===== src/rtl/cache_write_buffer.sv =====
// Single-entry write/victim buffer between a cache's pmem port and physical memory.
// Optional build macro: CACHE_WB_FORWARD_EN (reads that hit the buffer are served from it).
module cache_write_buffer #(
    parameter int ADDR_W   = 16,
    parameter int LINE_W   = 128,
    parameter int OFFSET_W = 4
) (
    input  logic              clk,
    input  logic              reset,
    input  logic              c_read,
    input  logic              c_write,
    input  logic [ADDR_W-1:0] c_address,
    input  logic [LINE_W-1:0] c_wdata,
    output logic [LINE_W-1:0] c_rdata,
    output logic              c_resp,
    output logic              pmem_read,
    output logic              pmem_write,
    output logic [ADDR_W-1:0] pmem_address,
    output logic [LINE_W-1:0] pmem_wdata,
    input  logic [LINE_W-1:0] pmem_rdata,
    input  logic              pmem_resp
);

    localparam int TAG_W = ADDR_W - OFFSET_W;
    localparam logic [OFFSET_W-1:0] ZERO_OFF = '0;

    typedef enum logic [1:0] {
        S_IDLE,
        S_READ,
        S_DRAIN,
        S_ACK
    } state_t;

    state_t              r_state;
    logic                r_buf_valid;
    logic [TAG_W-1:0]    r_buf_tag;
    logic [LINE_W-1:0]   r_buf_data;
    logic                r_c_resp;
    logic                r_pmem_read;
    logic                r_pmem_write;
    logic [ADDR_W-1:0]   r_pmem_address;
    logic [LINE_W-1:0]   r_pmem_wdata;
    logic [LINE_W-1:0]   r_c_rdata;

    logic [TAG_W-1:0]    w_req_tag;
    logic                w_hit;
    logic                w_fwd;
    logic                w_rd_miss;
    logic                w_wr_accept;
    logic                w_drain;
    logic                w_unused_offset;

    assign w_req_tag       = c_address[ADDR_W-1:OFFSET_W];
    assign w_unused_offset = ^c_address[OFFSET_W-1:0];
    assign w_hit           = r_buf_valid && (r_buf_tag == w_req_tag);

`ifdef CACHE_WB_FORWARD_EN
    assign w_fwd = c_read && w_hit;
`else
    assign w_fwd = 1'b0;
`endif

    // A read that hits without forwarding falls through to w_drain, so the
    // line reaches memory first and the retried read then misses cleanly.
    assign w_rd_miss   = c_read && !w_hit;
    assign w_wr_accept = !c_read && c_write && (!r_buf_valid || w_hit);
    assign w_drain     = r_buf_valid && !w_fwd && !w_rd_miss && !w_wr_accept;

    always_ff @(posedge clk) begin
        if (reset) begin
            r_state        <= S_IDLE;
            r_buf_valid    <= 1'b0;
            r_buf_tag      <= '0;
            r_buf_data     <= '0;
            r_c_resp       <= 1'b0;
            r_pmem_read    <= 1'b0;
            r_pmem_write   <= 1'b0;
            r_pmem_address <= '0;
            r_pmem_wdata   <= '0;
            r_c_rdata      <= '0;
        end else begin
            case (r_state)
                S_IDLE: begin
                    if (w_fwd) begin
                        r_c_rdata <= r_buf_data;
                        r_c_resp  <= 1'b1;
                        r_state   <= S_ACK;
                    end else if (w_rd_miss) begin
                        r_pmem_read    <= 1'b1;
                        r_pmem_address <= {w_req_tag, ZERO_OFF};
                        r_state        <= S_READ;
                    end else if (w_wr_accept) begin
                        r_buf_valid <= 1'b1;
                        r_buf_tag   <= w_req_tag;
                        r_buf_data  <= c_wdata;
                        r_c_resp    <= 1'b1;
                        r_state     <= S_ACK;
                    end else if (w_drain) begin
                        r_pmem_write   <= 1'b1;
                        r_pmem_address <= {r_buf_tag, ZERO_OFF};
                        r_pmem_wdata   <= r_buf_data;
                        r_state        <= S_DRAIN;
                    end
                end
                S_READ: begin
                    if (pmem_resp) begin
                        r_c_rdata      <= pmem_rdata;
                        r_pmem_read    <= 1'b0;
                        r_pmem_address <= '0;
                        r_c_resp       <= 1'b1;
                        r_state        <= S_ACK;
                    end
                end
                S_DRAIN: begin
                    if (pmem_resp) begin
                        r_buf_valid    <= 1'b0;
                        r_pmem_write   <= 1'b0;
                        r_pmem_address <= '0;
                        r_pmem_wdata   <= '0;
                        r_state        <= S_IDLE;
                    end
                end
                S_ACK: begin
                    r_c_resp <= 1'b0;
                    r_state  <= S_IDLE;
                end
                default: r_state <= S_IDLE;
            endcase
        end
    end

    assign c_rdata      = r_c_rdata;
    assign c_resp       = r_c_resp;
    assign pmem_read    = r_pmem_read;
    assign pmem_write   = r_pmem_write;
    assign pmem_address = r_pmem_address;
    assign pmem_wdata   = r_pmem_wdata;

endmodule


===== config.mk =====
export PLATFORM = sky130hd
export DESIGN_NAME = cache_write_buffer
export DESIGN_NICKNAME = d
export VERILOG_FILES = /design/src/rtl/cache_write_buffer.sv
export SDC_FILE = /design/constraint.sdc
export NUM_CORES = 1
export LEC_CHECK = 0
export CAP_MARGIN = 15
export CORE_AREA = 2 2 217 219
export DETAILED_ROUTE_END_ITERATION = 8
export DIE_AREA = 0 0 219 221
export PLACE_DENSITY = 0.75
export SYNTH_ARGS = -nofsm -noshare
export SYNTH_HDL_FRONTEND = slang
export SYNTH_SLANG_ARGS = --single-unit

===== constraint.sdc =====
create_clock -name clk -period 2.55 [get_ports clk]
set_input_delay 0.255 -clock clk [delete_from_list [all_inputs] [get_ports clk]]
set_output_delay 0.255 -clock clk [all_outputs]
set_load 0.01 [all_outputs]

* After elaboration in Yosys (flattened, before gate mapping)
Index checks and enable logic that the tools add are counted.
** Storage, ports and cells
- Register bits after elaboration :: 418
- Input bits :: 277
- Output and inout port bits :: 275
- Word-level logic and storage cells :: 80
** Cells by class
- Equality and inequality tests :: 15
- Multiplexer cells :: 28
- Bitwise gates (word level) :: 1
- Reduce and logical (&&, ||, !) cells :: 26
** Operators with widths (count)
- 128-bit two-way mux :: 4
- 128-bit one-hot mux with 2 select lines :: 1
- 16-bit two-way mux :: 4
- 16-bit one-hot mux with 2 select lines :: 1
- 2-bit inequality test (second input constant) :: 7
- 12-bit equality test :: 1
- 4-bit AND reduction :: 3
- 2-bit two-way mux :: 5
- 3-bit AND reduction :: 3
- 1-bit two-way mux :: 8
- 2-bit one-hot mux with 4 select lines :: 1
- 1-bit logical AND :: 6
- 3-bit inequality test (second input constant) :: 2
- 1-bit one-hot mux with 2 select lines :: 3
- 2-bit nonzero test :: 3
- 1-bit zero test :: 5
- 5-bit AND reduction :: 1
- 2-bit equality test (second input constant) :: 2
- 4-bit inequality test (second input constant) :: 1
- 1-bit one-hot mux with 3 select lines :: 1
- 3-bit nonzero test :: 1
- 2-bit by 1-bit equality test with 1-bit output (second input constant) :: 1
- 2-bit zero test :: 1
- 2-bit by 1-bit inequality test with 1-bit output (second input constant) :: 1
- 4 further kinds :: 4

* Depth between registers and ports, before layout
- Depth in word-level cells :: 11
- Mapped depth :: 10
- Gate-level depth less buffers :: 7

* Worst setup path before layout
OpenSTA, ideal clock, no wires.
- Path kind :: register to register
- Start :: reg r_state[0]
- End :: reg r_pmem_wdata[126] (netlist: pmem_wdata[126])
- Setup time :: 0.072 ns
- Arrival time :: 1.994 ns
- Required time :: 2.478 ns
- Setup slack :: 0.485 ns
- Cell stages (with the launch flop) :: 11
- Buffers on the path :: 3
- Period minus slack after synthesis :: 2.065 ns
- Path through :: dfxtp_1 inv_1 ha_1 nand2b_1 a22oi_1 o21a_1 and3_1 clkbuf_1 buf_2 buf_4 mux2i_1
** Between the ends
- Cells in the longest elaborated chain, start to end :: 3
- Elaborated cells between the ends (all ways) :: 9
- Those cells by class :: 5 x eq/ne; 1 x mux; 3 x reduce/logical
** RTL lines
- start: declaration :: line 34 : state_t r_state;
- start signal: assignment :: line 71 : r_state <= S_IDLE;
- start signal: assignment :: line 87 : r_state <= S_ACK;
- start signal: assignment :: line 91 : r_state <= S_READ;
- 2-bit equality test or 2-bit zero test (tied branches) :: line 82 : case (r_state)
- 2-bit inequality test (no line) or 2-bit nonzero test (tied branches)
- 5-bit AND reduction (no line)
- end signal: assignment :: line 101 : r_pmem_wdata <= r_buf_data;
- end: declaration :: line 42 : logic [LINE_W-1:0] r_pmem_wdata;
Parallel ways exist; a longest one is shown, timed or not.
A chain may end at the register's enable or synchronous reset.

* Worst setup path in the final report
- Start :: reg r_state[0]
- End :: reg r_pmem_wdata[102] (netlist: pmem_wdata[102])
The elaborated chain is that of the path after synthesis.

==> out/qor.yml <==
portBuffers: 543
synth_top_family_by_area: "simple AND/OR/NAND/NOR gates"
clock_skew_ps: 15.1
cts_setup_buffers: 0
wl_per_cell_um: 16.7
grt_overflow: 0
viasPerCell: 4.83
hold_viol_final: 0
cpMostUsedCell: "buf_12"
rsz0062_at_grt: "no"
synth.distinct_cells: 43
grt_pass1_wl_mm: 77.8
final_antenna_net_count: 0
critPathSlowestCell: "dfxtp_1"
clk_latency_ps: 580
io_pins: 552
outcome: "finished, final reports clean"
worstPathArrival_ps: 2750
vdd_drop_max_mv: 0.678
grtUsageTotal_pct: 20.1
synth_edf_count: 0
drtIter0Drc: 734
drt-total-wl_mm: 50.3
syn_to_final_growth_pct: 47.6
regToRegSetupSlack_ps: 300
root_buffer: "clkbuf_16"
synth_compound_area_share_pct: 5.57
syn_inst: 1866
firstDrtPassIters: 6
coreArea_sq_mm: 0.0461
fin_setup_tns_ps: 0
worst_pin_slew_ps: 757
cts_max_level: 2
ys_seq_elements: 414
dp_hpwl_mm: 36.0
min_path_type: "input port to register"
path_class: "register to register"
cts_made_buffers: 46
p_leak_nw: 8.49
rows: 79
start_util_pct: 35.9
max_freq_mhz: 444
path_delay_family: "buffers and inverters"
synth_xor_area_share_pct: 0.635
synth-seq-area-share_pct: 50.1
drv_cap: 0
max-slew-margin-rel_pct: 49.5
min_period_ps: 2250
gp_congestion: 0.898
end_kind: "register"
cp_num_buf_inv: 3
timing.final.max_slew_violations: 0
worstPathRequired_ps: 3040
post_cts_resized: 0
synthSimpleGateAreaFrac_pct: 22.1
synthFlopType: "dfxtp_1"
via_count: 14500
drive_gt1_share_pct: 5.91
avgSynthCellArea_sq_um: 8.87
cts_sinks: 414
cts.clk_slew.worst_paths_ps: 60
cp_slowest_stage_delay_ps: 370
syn_area_sq_mm: 0.0165
ys_async_sr_fraction_pct: 0
mostFrequentLayoutCell: "nand2_1"
cp-start-kind: "register"
dieWidth_um: 219
cts_tree: "yes"
synthAdderAreaFrac_pct: 0.302
ctsHoldBuffers: 0
finish.utilization_pct: 53.0
ys_warn_count: 0
nets: 2649
antenna_found_initial: 6
die-area_sq_mm: 0.0484
cts_buffer_depth: 3
route.detailed.drc: 0
cp_cell_sequence: "inv_1 > ha_1 > nand2b_1 > a22oi_1 > o21a_1 > and3_4 > buf_12 > buf_12 > mux2i_1"
dieHeight_um: 221
synth_mux_area_share_pct: 17.1
power_density_mw_per_mm2: 772
critPathMaxFanout: 18
fin_crit_sh_pct: 88.3
setup_viol: 0
hold_ws_ps: 198
grt_pass1_vias: 14500
final_cell_mix: "nand2_1, clkdlybuf4s50_1, dfxtp_1, mux2i_1, a21oi_1"
grt_max_degree: 137
-- cell type report --
| class | instances | area [sq um] |
|---|---|---|
| fill | 4113 | 21600 |
| tap | 607 | 759 |
| timing repair buffer | 606 | 6230 |
| antenna | 3 | 7.51 |
| clock buffer | 70 | 1350 |
| multi-input combinational | 1292 | 7620 |
| sequential | 414 | 8290 |
| inverter | 8 | 37.5 |
| clock inverter | 12 | 134 |
-- per-layer routing --
layer | global-route usage (%) | vias to the layer above | share of wire (%)
met4 | 7.98 | 6 | 3.5
met1 | 22.1 | 6805 | 39
met2 | 35.2 | 474 | 49
li1 | - | 7152 | -
met3 | 6.97 | 101 | 8.4
met5 | 0 | - | 0.074
-- synthesized netlist by cell type, drive strengths merged, types with 3 or more instances --
library cell    n  share of area (%)
nand2         671                 15
dfxtp         414                 50
mux2i         281                 17
a21oi         131                4.0
nand3b        128                5.8
clkbuf        120                2.7
buf            35                1.3
o2bb2ai        12               0.64
xor2           12               0.64
nor2           11               0.25
inv             8               0.18
ha              4               0.30
nor4            4               0.42
o21ai           4               0.12
nand2b          3               0.11
-- per-stage QoR --
stage / instances / cell area [sq um] / total power, mW / setup WS, ps
after floorplan: 1869 / 16600 / 10.3 / 485
after global placement: 2927 / 22900 / 12.4 / 63.9
after detailed placement: 2927 / 22900 / 12.5 / -18.1
after CTS: 3009 / 24400 / 19.1 / 299
after global routing: 3012 / 24400 / 19.7 / 132
final: 3012 / 24400 / 18.9 / 298
-- state kept, by name, summed over array words and instances (netlist names) --
name          cells
c_rdata         128
pmem_read         1
r_buf_data      128
c_resp            1
r_buf_tag        12
pmem_write        1
r_state           2
r_buf_valid       1
pmem_wdata      128
pmem_address     12
-- report_power, final --
part / total [mW] / switching [mW] / leakage, nW / internal (mW)
Clock: 6.55 / 2.69 / 0.725 / 3.85
Sequential: 7.42 / 0.345 / 3.35 / 7.07
Combinational: 4.90 / 2.40 / 4.41 / 2.50
Total: 18.9 / 5.44 / 8.49 / 13.4
-- cell families (layout without fill, tap and decap cells) --
family                     Yosys count  in the layout
other                                1              7
buffers and inverters              163            696
DFF                                414            414
and+or+nand+nor                    826            826
adders and majority gates            4              4
AOI/OAI and AO/OA                  164            164
xor gates and xnor gates            12             12
muxes                              282            282
-- worst register-to-register path, stage by stage (launching register included) --
cell and delay [ps]:
dfxtp_1 370, inv_1 110, ha_1 310, nand2b_1 180, a22oi_1 170, o21a_1 170
and3_4 200, buf_12 200, buf_12 240, mux2i_1 220
-- final timing paths --
kind,from,to,cells after the start
max,r_state[0]$_SDFFE_PP0P_,pmem_wdata[102]$_SDFFE_PP0P_,9
min,reset,pmem_wdata[124]$_SDFFE_PP0P_,4
max reg2reg,r_state[0]$_SDFFE_PP0P_,pmem_wdata[102]$_SDFFE_PP0P_,9
min reg2reg,c_rdata[48]$_SDFFE_PP0P_,c_rdata[48]$_SDFFE_PP0P_,2
(Power assumes the default switching activity.)
